## src/rtl/frecuenciometro_pkg.sv

```systemverilog
// frecuenciometro_pkg: shared FSM states, range codes and limits for the frequency meter controller
package frecuenciometro_pkg;

    typedef enum logic [2:0] {IDLE, CLEAR, GATE, SETTLE, LATCH, HOLD} state_t;

    localparam logic [1:0] R_1S = 2'd0;
    localparam logic [1:0] R_100MS = 2'd1;
    localparam logic [1:0] R_10MS = 2'd2;

    localparam logic [19:0] FREQ_MAX = 20'd999_999;
    localparam logic [19:0] DOWN_LIM = 20'd100_000;

    function automatic int gate_cycles(input int base, input logic [1:0] r);
        return r == R_1S ? base * 100 : r == R_100MS ? base * 10 : base;
    endfunction

endpackage

```

## src/rtl/frecuenciometro_gate_timer.sv

```systemverilog
// gate_timer: loadable down-counter; done is high in the last of load+1 cycles after start
module gate_timer #(
    parameter int W = 8
) (
    input  logic         clk,
    input  logic         rst,
    input  logic         start,
    input  logic [W-1:0] load,
    output logic         done
);

    logic [W-1:0] cnt;
    logic         act;

    always_ff @(posedge clk) begin
        if (rst) begin
            cnt <= '0;
            act <= 1'b0;
        end else if (start) begin
            cnt <= load;
            act <= 1'b1;
        end else if (act) begin
            if (cnt == '0) act <= 1'b0;
            else cnt <= cnt - 1'b1;
        end
    end

    assign done = act && cnt == '0;

endmodule

```

## src/rtl/frecuenciometro_ctrl.sv

```systemverilog
// frecuenciometro_ctrl: gate/latch/hold sequencer with autorange for an external edge counter
module frecuenciometro_ctrl
    import frecuenciometro_pkg::*;
#(
    parameter int GATE_BASE = 500_000,
    parameter int HOLD_CYC  = 25_000_000
) (
    input  logic        clk,
    input  logic        rst,
    input  logic        run,
    input  logic        auto_en,
    input  logic [1:0]  range_sel,
    input  logic [19:0] cnt_val,
    input  logic        cnt_ovf,
    output logic        cnt_clr,
    output logic        cnt_en,
    output logic [19:0] freq,
    output logic [1:0]  dp_pos,
    output logic        freq_valid,
    output logic        over,
    output logic        busy
);

    localparam int TOP = GATE_BASE * 100 > HOLD_CYC ? GATE_BASE * 100 : HOLD_CYC;
    localparam int TW  = $clog2(TOP > 2 ? TOP : 2);

    state_t          state, nxt;
    logic [1:0]      r, sel;
    logic            ovf, up, down;
    logic            tmr_start, tmr_done;
    logic [TW-1:0]   tmr_load;

    always_comb begin
        sel = range_sel == 2'd3 ? R_10MS : range_sel;
        ovf = cnt_ovf || cnt_val > FREQ_MAX;
        up = ovf && auto_en && r < R_10MS;
        down = !ovf && auto_en && r != R_1S && cnt_val < DOWN_LIM;
    end

    always_comb begin
        nxt = state;
        case (state)
            IDLE:    nxt = run ? CLEAR : IDLE;
            CLEAR:   nxt = run ? GATE : IDLE;
            GATE:    nxt = !run ? IDLE : tmr_done ? SETTLE : GATE;
            SETTLE:  nxt = !run ? IDLE : tmr_done ? LATCH : SETTLE;
            LATCH:   nxt = up ? CLEAR : HOLD;
            HOLD:    nxt = !tmr_done ? HOLD : run ? CLEAR : IDLE;
            default: nxt = IDLE;
        endcase
    end

    // one timer serves the gate, the 2-cycle settle and the hold in turn
    always_comb begin
        tmr_start = state == CLEAR || (state == GATE && tmr_done) || (state == LATCH && !up);
        tmr_load = state == CLEAR ? TW'(gate_cycles(GATE_BASE, r) - 1) :
                   state == GATE  ? TW'(1) : TW'(HOLD_CYC - 1);
    end

    gate_timer #(.W(TW)) u_timer (
        .clk   (clk),
        .rst   (rst),
        .start (tmr_start),
        .load  (tmr_load),
        .done  (tmr_done)
    );

    // outputs are registered from the next state so they line up with the state register
    always_ff @(posedge clk) begin
        if (rst) begin
            state <= IDLE;
            r <= R_1S;
            cnt_clr <= 1'b0;
            cnt_en <= 1'b0;
            busy <= 1'b0;
            freq_valid <= 1'b0;
            freq <= '0;
            dp_pos <= R_1S;
            over <= 1'b0;
        end else begin
            state <= nxt;
            cnt_clr <= nxt == CLEAR;
            cnt_en <= nxt == GATE;
            busy <= nxt != IDLE;
            freq_valid <= state == LATCH && !up;
            if (nxt == CLEAR && !auto_en) r <= sel;
            else if (state == LATCH) r <= up ? r + 1'b1 : down ? r - 1'b1 : r;
            if (state == LATCH && !up) begin
                freq <= ovf ? FREQ_MAX : cnt_val;
                dp_pos <= r;
                over <= ovf;
            end
        end
    end

endmodule

```

## config.mk

```make
export PLATFORM = sky130hd
export DESIGN_NAME = frecuenciometro_ctrl
export DESIGN_NICKNAME = d
export VERILOG_FILES = /design/src/rtl/frecuenciometro_pkg.sv /design/src/rtl/frecuenciometro_gate_timer.sv /design/src/rtl/frecuenciometro_ctrl.sv
export SDC_FILE = /design/constraint.sdc
export NUM_CORES = 1
export LEC_CHECK = 0
export CAP_MARGIN = 20
export CORE_ASPECT_RATIO = 0.75
export CORE_UTILIZATION = 30
export DETAILED_ROUTE_END_ITERATION = 7
export GPL_ROUTABILITY_DRIVEN = 0
export PLACE_DENSITY = 0.47
export SETUP_SLACK_MARGIN = 0.4
export SLEW_MARGIN = 25
export SYNTH_ARGS = -nofsm -noshare
export SYNTH_HDL_FRONTEND = slang
export SYNTH_HIERARCHICAL = 1
export SYNTH_SLANG_ARGS = --single-unit
```

## constraint.sdc

```tcl
create_clock -name clk -period 6.2 [get_ports clk]
set_input_delay 0.62 -clock clk [delete_from_list [all_inputs] [get_ports clk]]
set_output_delay 0.62 -clock clk [all_outputs]
set_load 0.02 [all_outputs]
```

# Word-level counts from Yosys, hierarchy flattened
# Index checks and enable logic that the tools add are counted.
[word_totals]
in_bits = 27
output_inout_bits = 27
wordCells = 78
register_bits = 59
[op_classes]
n_mux = 25
eq_ne = 10
n_reduce_logical = 25
magnitude_cmp = 3
n_addsub = 4
[op_table]
columns = ["op", "count"]
rows = [
  ["$mux 26", 5],
  ["$sub 26x1->26 const B", 2],
  ["$logic_not 26->1", 1],
  ["$mux 25", 1],
  ["$mux 23", 1],
  ["$gt 20x20->1 const B", 1],
  ["$lt 20x17->1 const B", 1],
  ["$mux 20", 1],
  ["$pmux 3 s6", 1],
  ["$mux 2", 7],
  ["$mux 3", 4],
  ["$eq 3x2->1 const B", 3],
  ["$logic_and 1x1->1", 9],
  ["$eq 3x1->1 const B", 2],
  ["$eq 3x3->1 const B", 2],
  ["$reduce_bool 2->1", 3],
  ["$reduce_bool 3->1", 2],
  ["$mux 1", 5],
  ["$reduce_and 2->1", 2],
  ["$logic_not 1->1", 3],
  ["$logic_not 3->1", 1],
  ["$logic_or 1x1->1", 3],
  ["$add 2x1->2 const B", 1],
  ["$eq 2x1->1 const B", 1],
  ["other kinds (5)", 5],
]

# Logic depth before layout (Yosys ltp)
# Gate-level depths: netlist of run 1.
[logic_depth]
ltp_word = 10
ltp_mapped = 14
depth_no_buf = 11

# Hierarchy
# The synthesis of run 1 kept the hierarchy.
[by_module_without_submodules]
columns = ["mod", "cells_each", "n_inst", "area_per_inst_um2", "seq_area_each_um2"]
rows = [
  ["gate_timer", 198, 1, 1592.8, 540.5],
  ["frecuenciometro_ctrl", 193, 1, 1577.8, 640.6],
]

# Least setup slack after synthesis of run 1
# No wires, ideal clock.
[synth_timing]
path_kind = "register -> register"
from = "reg u_timer.cnt[0]"
to = "reg u_timer.cnt[3]"
path_stages_with_launch = 14
synth_period_minus_slack_ps = 2921
t_arrival_ps = 2807
slack_ps = 3279
setup_time_ps = 115
path_cell_list = "dfxtp_1 > inv_1 > ha_1 > or4b_4 > nor4b_2 > nand2_1 > nor2_1 > buf_2 > a21oi_1 > nand2_1 > inv_1 > clkbuf_1 > and4_1 > a2111oi_0"
[synth_via]
elab_chain_cells = 7
[synth_lines]
columns = ["item", "line_no", "text"]
rows = [
  ["from (decl)", "frecuenciometro_gate_timer.sv:12", "logic [W-1:0] cnt;"],
  ["from (signal assigned)", "frecuenciometro_gate_timer.sv:20", "cnt <= load;"],
  ["from (signal assigned)", "frecuenciometro_gate_timer.sv:24", "else cnt <= cnt - 1'b1;"],
  ["$logic_not 26->1 *", "frecuenciometro_gate_timer.sv:28", "assign done = act && cnt == '0;"],
  ["$logic_and 1x1->1 *", "frecuenciometro_gate_timer.sv:28", ""],
  ["net tmr_done", "frecuenciometro_ctrl.sv:30", "logic tmr_start, tmr_done;"],
  ["$logic_and 1x1->1 *", "frecuenciometro_ctrl.sv:55", "tmr_start = state == CLEAR || (state == GATE && tmr_done) || (state == LATCH && !up);"],
  ["$logic_or 1x1->1 * (2 in a row)", "frecuenciometro_ctrl.sv:55", ""],
  ["net tmr_start", "frecuenciometro_ctrl.sv:30", ""],
  ["$ne 2x2->1 (no line) / $reduce_bool 2->1 (equally long branches)", "n/a", ""],
  ["$reduce_and 2->1 (no line)", "n/a", ""],
]
# The timed path passes the listed nets; every way through them passes the cells marked *. The select of a mux whose other input is x is not followed.
# A chain may end at the register's enable or synchronous reset.

# Final worst setup path of run 1
[layout_timing]
from = "reg u_timer.cnt[0]"
to = "reg u_timer.cnt[9]"
# The elaborated chain is that of the path after synthesis.

==> results of run 1 <==
-- stage by stage --
stage / power (W) / util [%] / std cells / hold WS (ns) / area [µm²]
2_1_floorplan: 0.000538 / - / 391 / 0.440 / 3170
3_3_place_gp: 0.000598 / 36.8 / 561 / 0.443 / 3790
3_5_place_dp: 0.000598 / 36.8 / 561 / 0.447 / 3790
4_1_cts: 0.00110 / 39.7 / 577 / 0.453 / 4090
5_1_grt: 0.00114 / 39.7 / 577 / 0.468 / 4090
6_report: 0.00109 / 39.7 / 577 / 0.452 / 4090
-- layout make-up --
class / instances / area (µm²)
Fill cell: 1020 / 6200
Multi-Input combinational cell: 287 / 1810
Sequential cell: 59 / 1180
Timing Repair Buffer: 56 / 548
Clock buffer: 11 / 243
Tap cell: 136 / 170
Inverter: 23 / 86.3
Clock inverter: 5 / 52.6
-- how the worst max path moves through the flow --
stage | start | to | slack (ns)
after floorplan | u_timer/cnt[0] | u_timer/cnt[3] | 3.28
after global placement | u_timer/cnt[0] | u_timer/cnt[6] | 2.07
after detailed placement | u_timer/cnt[0] | u_timer/cnt[6] | 1.92
after CTS | u_timer/cnt[0] | u_timer/cnt[10] | 1.88
after global routing | u_timer/cnt[0] | u_timer/cnt[9] | 1.40
final | u_timer/cnt[0] | u_timer/cnt[9] | 1.82
-- cell usage in the layout, fill, tap and decap left out, drive strengths merged, types with 12 or more instances in the layout --
master / n
nor2: 60
dfxtp: 59
clkdlybuf4s50: 52
nand2: 24
inv: 23
o21ai: 18
a21oi: 15
a311oi: 15
nor3: 15
a211oi: 13
or3: 12
-- kinds of logic (layout without fill, tap and decap cells) --
family / count (synthesis) / in the layout
AND/OR/NAND/NOR: 169 / 169
other: 1 / 1
AO/OA/AOI/OAI: 106 / 106
buffers and inverters: 45 / 95
adder cells (fa/ha/maj): 6 / 6
XOR/XNOR: 3 / 3
multiplexers: 2 / 2
flip-flops: 59 / 59
-- worst register-to-register path, stage by stage, from the launching register on --
cell	delay, ns
dfxtp_1	0.34
inv_1	0.07
ha_1	0.25
or4b_4	0.52
nor4b_2	0.60
nand2_1	0.20
nor2_1	0.46
a21oi_1	0.12
nand2_1	0.53
inv_1	0.37
buf_4	0.33
and4_1	0.21
a2111oi_0	0.27
-- per-layer routing --
metal / global-route usage (%) / vias to the layer above / wire length [µm]
met2: 22.9 / 66 / 3630
met4: 4.73 / 0 / 87
li1: - / 1556 / -
met1: 26.2 / 1426 / 4810
met5: 0 / - / 0
met3: 4.40 / 9 / 334
-- power groups by stage --
stage | Combinational (W) | Sequential, W | Clock [W]
2_1_floorplan | 0.000115 | 0.000423 | 0
3_3_place_gp | 0.000168 | 0.000430 | 0
3_5_place_dp | 0.000168 | 0.000429 | 0
4_1_cts | 0.000169 | 0.000422 | 0.000509
5_1_grt | 0.000192 | 0.000426 | 0.000524
6_report | 0.000171 | 0.000422 | 0.000496
-- flip-flops by register name, indices dropped and copies added, names as in the netlist --
name,count
cnt_en,1
freq_valid,1
r,2
cnt_clr,1
busy,1
state,3
over,1
freq,20
dp_pos,2
u_timer/cnt,26
u_timer/act,1
==> impl_metrics.toml, run 1 <==
[run_status]
status = "finished, final reports clean"

[global_routing]
antenna_found_initial = 0
grt_pass1_vias = 2824
grt_pass1_wl_um = 14800
grt_usage_pct = 17.1
grt_max_degree = 59
overflow = 0

[logic_synthesis]
syn-num-nets = 424
post-synth-top-area-fraction_pct = 37.3
ys_seq_elements = 59
syn-instance-count = 391
synth_edf_count = 0
yosys_warnings = 6
yosys.area.top_type = "dfxtp_1"
synth_commonest_cells = "nor2_1, dfxtp_1, nand2_1"
synth_top_family_by_area = "simple AND/OR/NAND/NOR gates"
synthMuxAreaShare_pct = 0.671
synth_compound_area_share_pct = 24.3
synth.most_common_cell = "nor2_1"
synth_seq_area_share_pct = 37.3
synth-xor-area-share_pct = 0.829
synthTopCellsByArea = "dfxtp_1, nor2_1, a311oi_1"
syn_area_um2 = 3170
yosysUniqueCellTypes = 60
synth_flop_cell = "dfxtp_1"
synth_fa_ha_area_share_pct = 2.37
yosys.area_share.simple_pct = 28.7
avgSynthCellArea_um2 = 8.11
synthArstFlopShare_pct = 0

[setup_path]
slowest_stage = "nor4b_2"
cp_num_buf_inv = 3
ff2ff_path_depth = 12
r2r_end = "u_timer/cnt[9]"
crit_type = "register to register"
path_cells = "inv_1 -> ha_1 -> or4b_4 -> nor4b_2 -> nand2_1 -> nor2_1 -> a21oi_1 -> nand2_1 -> inv_1 -> buf_4 -> and4_1 -> a2111oi_0"
crit_path_max_fanout = 29
cp.depth = 12
crit_family = "simple AND/OR/NAND/NOR gates"
r2r_slack_ns = 1.82
crit_path_end_kind = "register"
cp_slowest_stage_delay_ns = 0.60
r2r_start = "u_timer/cnt[0]"
worstPathArrival_ns = 4.59
crit_required_ns = 6.40
start_kind = "register"

[die]
die_h_um = 91.0
initial_core_util_pct = 30.8
num_rows = 32
die_w_um = 121
core_area_um2 = 10300
dieArea_um2 = 11000
io_pins = 54

[drt]
vias = 3057
avgRoutedWirePerCell_um = 15.4
wirelength_um = 8870
drc = 0
firstDrtPassIters = 4
ant_nets = 0
viasPerCell = 5.30
drt_iter0_drc = 193

[hold_path]
worstHoldStart = "freq[5]"
hold-path-cell-count = 2
hp-class = "register to register"
holdPathEnd = "freq[5]"

[clock_tree]
htreeDepth = 3
clock_sinks = 59
post_cts.resized_instances = 0
cts_max_path_buffers = 2
clkLatencyLatePin_ns = 0.32
clk_pin_slew_ns = 0.05
numCtsBuffers = 9
cts_tree = "done"
hold_buffers = 0
postCtsSetupRepairBufs = 0
cts_root_buffer = "clkbuf_16"

[placed_design]
place_ws_ns = 1.92
post-dp-hpwl_um = 6240
io_buffers = 53

[final_layout]
synthToLayoutAreaGrowth_pct = 29.0
nets = 469
drive_gt1_share_pct = 8.39
diodes = 0

[sta]
final_hold_viol_count = 0
setup_viol_count_final = 0
drv_slew = 0
relSlewSlack_pct = 47.8
fin_skew_ns = 0.00264
fin_crit_sh_pct = 70.7
fin_ws_ns = 1.82
max_freq_mhz = 228
tightest_slew_ns = 0.775
post-route-min-period_ns = 4.38
finalSetupTns_ns = 0
rsz0062_at_grt = "false"

[pwr]
pwr-share-comb_pct = 15.7
clkPwrFrac_pct = 45.6
irDropWorstVdd_uv = 144
power_density_nw_per_um2 = 266
internal_power_w = 0.000788
switching_power_w = 0.000301
seqPwrFrac_pct = 38.8
leakage_nw = 1.42
p_sw_share_pct = 27.6

[job]
maxCapViolCount = 0
Note: power is estimated with default switching activity, not from simulation.
==> inputs of run 2 (changes only) <==
- clock period: 6.2 -> 4.4 ns (I/O delays scaled with it)
==> run 2 against run 1 <==
  * Design area up 1.3%
  * First-iteration DRC count is 3.1% lower
  * Global-route usage increased by 0.59 points
==> impl_metrics.toml, run 2 (same netlist as run 1, synthesis figures left out) <==
[clock_tree]
postCtsSetupRepairBufs = 0
clk_pin_slew_ns = 0.05
cts_tree = "done"
clock_sinks = 59
post_cts.resized_instances = 0
numCtsBuffers = 9
cts_max_path_buffers = 2
hold_buffers = 0
htreeDepth = 3
clkLatencyLatePin_ns = 0.34
cts_root_buffer = "clkbuf_16"

[die]
dieArea_um2 = 11000
die_h_um = 91.0
initial_core_util_pct = 30.8
num_rows = 32
die_w_um = 121
core_area_um2 = 10300
io_pins = 54

[setup_path]
crit_required_ns = 4.61
crit_path_max_fanout = 27
crit_type = "register to register"
start_kind = "register"
worstPathArrival_ns = 3.69
crit_path_end_kind = "register"

[global_routing]
grt_usage_pct = 17.7
antenna_found_initial = 0
overflow = 0
grt_pass1_wl_um = 15100
grt_max_degree = 37
grt_pass1_vias = 2885

[pwr]
seqPwrFrac_pct = 36.9
leakage_nw = 1.44
clkPwrFrac_pct = 47.8
irDropWorstVdd_uv = 193
p_sw_share_pct = 27.0
power_density_nw_per_um2 = 389
internal_power_w = 0.00118
pwr-share-comb_pct = 15.3
switching_power_w = 0.000435

[final_layout]
layout_common_cells = "nor2_1, dfxtp_1, clkdlybuf4s50_1, nand2_1, inv_1"
utilization_pct = 40.2
synthToLayoutAreaGrowth_pct = 30.6
nets = 472
final-instance-count-excl-fill = 580
final_common_cell = "nor2_1"
drive_gt1_share_pct = 9.01
diodes = 0
top_regs = "u_timer/cnt: 26 flops, freq: 20 flops, state: 3 flops"
largest-register = "u_timer/cnt"
largest_reg_flops = 26

[sta]
fin_crit_sh_pct = 79.1
fin_ws_ns = 0.918
drv_slew = 0
setup_viol_count_final = 0
post-route-min-period_ns = 3.48
tightest_slew_ns = 0.943
relSlewSlack_pct = 36.7
final_hold_viol_count = 0
rsz0062_at_grt = "false"
fin_skew_ns = 0.00509
max_freq_mhz = 287
finalSetupTns_ns = 0

[drt]
wirelength_um = 9140
drc = 0
drt_iter0_drc = 187
viasPerCell = 5.33
vias = 3094
ant_nets = 0
avgRoutedWirePerCell_um = 15.8
firstDrtPassIters = 4

[placed_design]
post-dp-hpwl_um = 6480
dp.cells = 564
place_ws_ns = 0.888
io_buffers = 53

[run_status]
status = "finished, final reports clean"

[hold_path]
hp-class = "register to register"

[job]
maxCapViolCount = 0
[run 2: power groups by stage]
| stage | Combinational [W] | Clock (W) | Sequential, W |
|---|---|---|---|
| after floorplan | 0.000162 | 0 | 0.000596 |
| after global placement | 0.000245 | 0 | 0.000605 |
| after detailed placement | 0.000244 | 0 | 0.000605 |
| after CTS | 0.000246 | 0.000786 | 0.000594 |
| after global routing | 0.000275 | 0.000813 | 0.000600 |
| final | 0.000246 | 0.000770 | 0.000594 |
[run 2: layout make-up]
class / instances / area, µm²
inverter: 23 / 86.3
clock buffer: 10 / 239
tap: 136 / 170
timing repair buffer: 59 / 571
sequential: 59 / 1180
multi-input combinational: 287 / 1810
fill: 1025 / 6150
clock inverter: 6 / 88.8
[run 2: path summary, 6_finish.rpt]
check	from	endpoint	slack, ns	cells after the start
hold reg to reg	dp_pos[1]	dp_pos[1]	0.45	2
setup / recovery	u_timer/cnt[0]	u_timer/cnt[9]	0.92	12
setup reg to reg	u_timer/cnt[0]	u_timer/cnt[9]	0.92	12
hold / removal	dp_pos[1]	dp_pos[1]	0.45	2
[run 2: metal layers]
| metal | vias up | GRT usage (%) | part of all wire, % |
|---|---|---|---|
| li1 | 1561 | - | - |
| met1 | 1469 | 26.5 | 55 |
| met2 | 52 | 24.1 | 39 |
| met3 | 12 | 4.21 | 4.4 |
| met4 | 0 | 6.17 | 1.4 |
| met5 | - | 0 | 0 |
[run 2: critical path: stages (launching register included)]
cell	delay (ns)
dfxtp_1	0.34
inv_1	0.07
ha_1	0.24
or4b_4	0.50
nor4b_2	0.28
buf_4	0.19
nand2_1	0.10
nor2_1	0.43
a21oi_1	0.12
nand2_1	0.11
inv_1	0.36
and4_1	0.34
a2111oi_0	0.28
[run 2: metrics by stage]
step / instance area [µm²] / hold WS [ns] / total power [W]
after floorplan: 3170 / 0.440 / 0.000758
after global placement: 3810 / 0.443 / 0.000851
after detailed placement: 3810 / 0.447 / 0.000849
after CTS: 4140 / 0.455 / 0.00163
after global routing: 4140 / 0.469 / 0.00169
final: 4140 / 0.453 / 0.00161
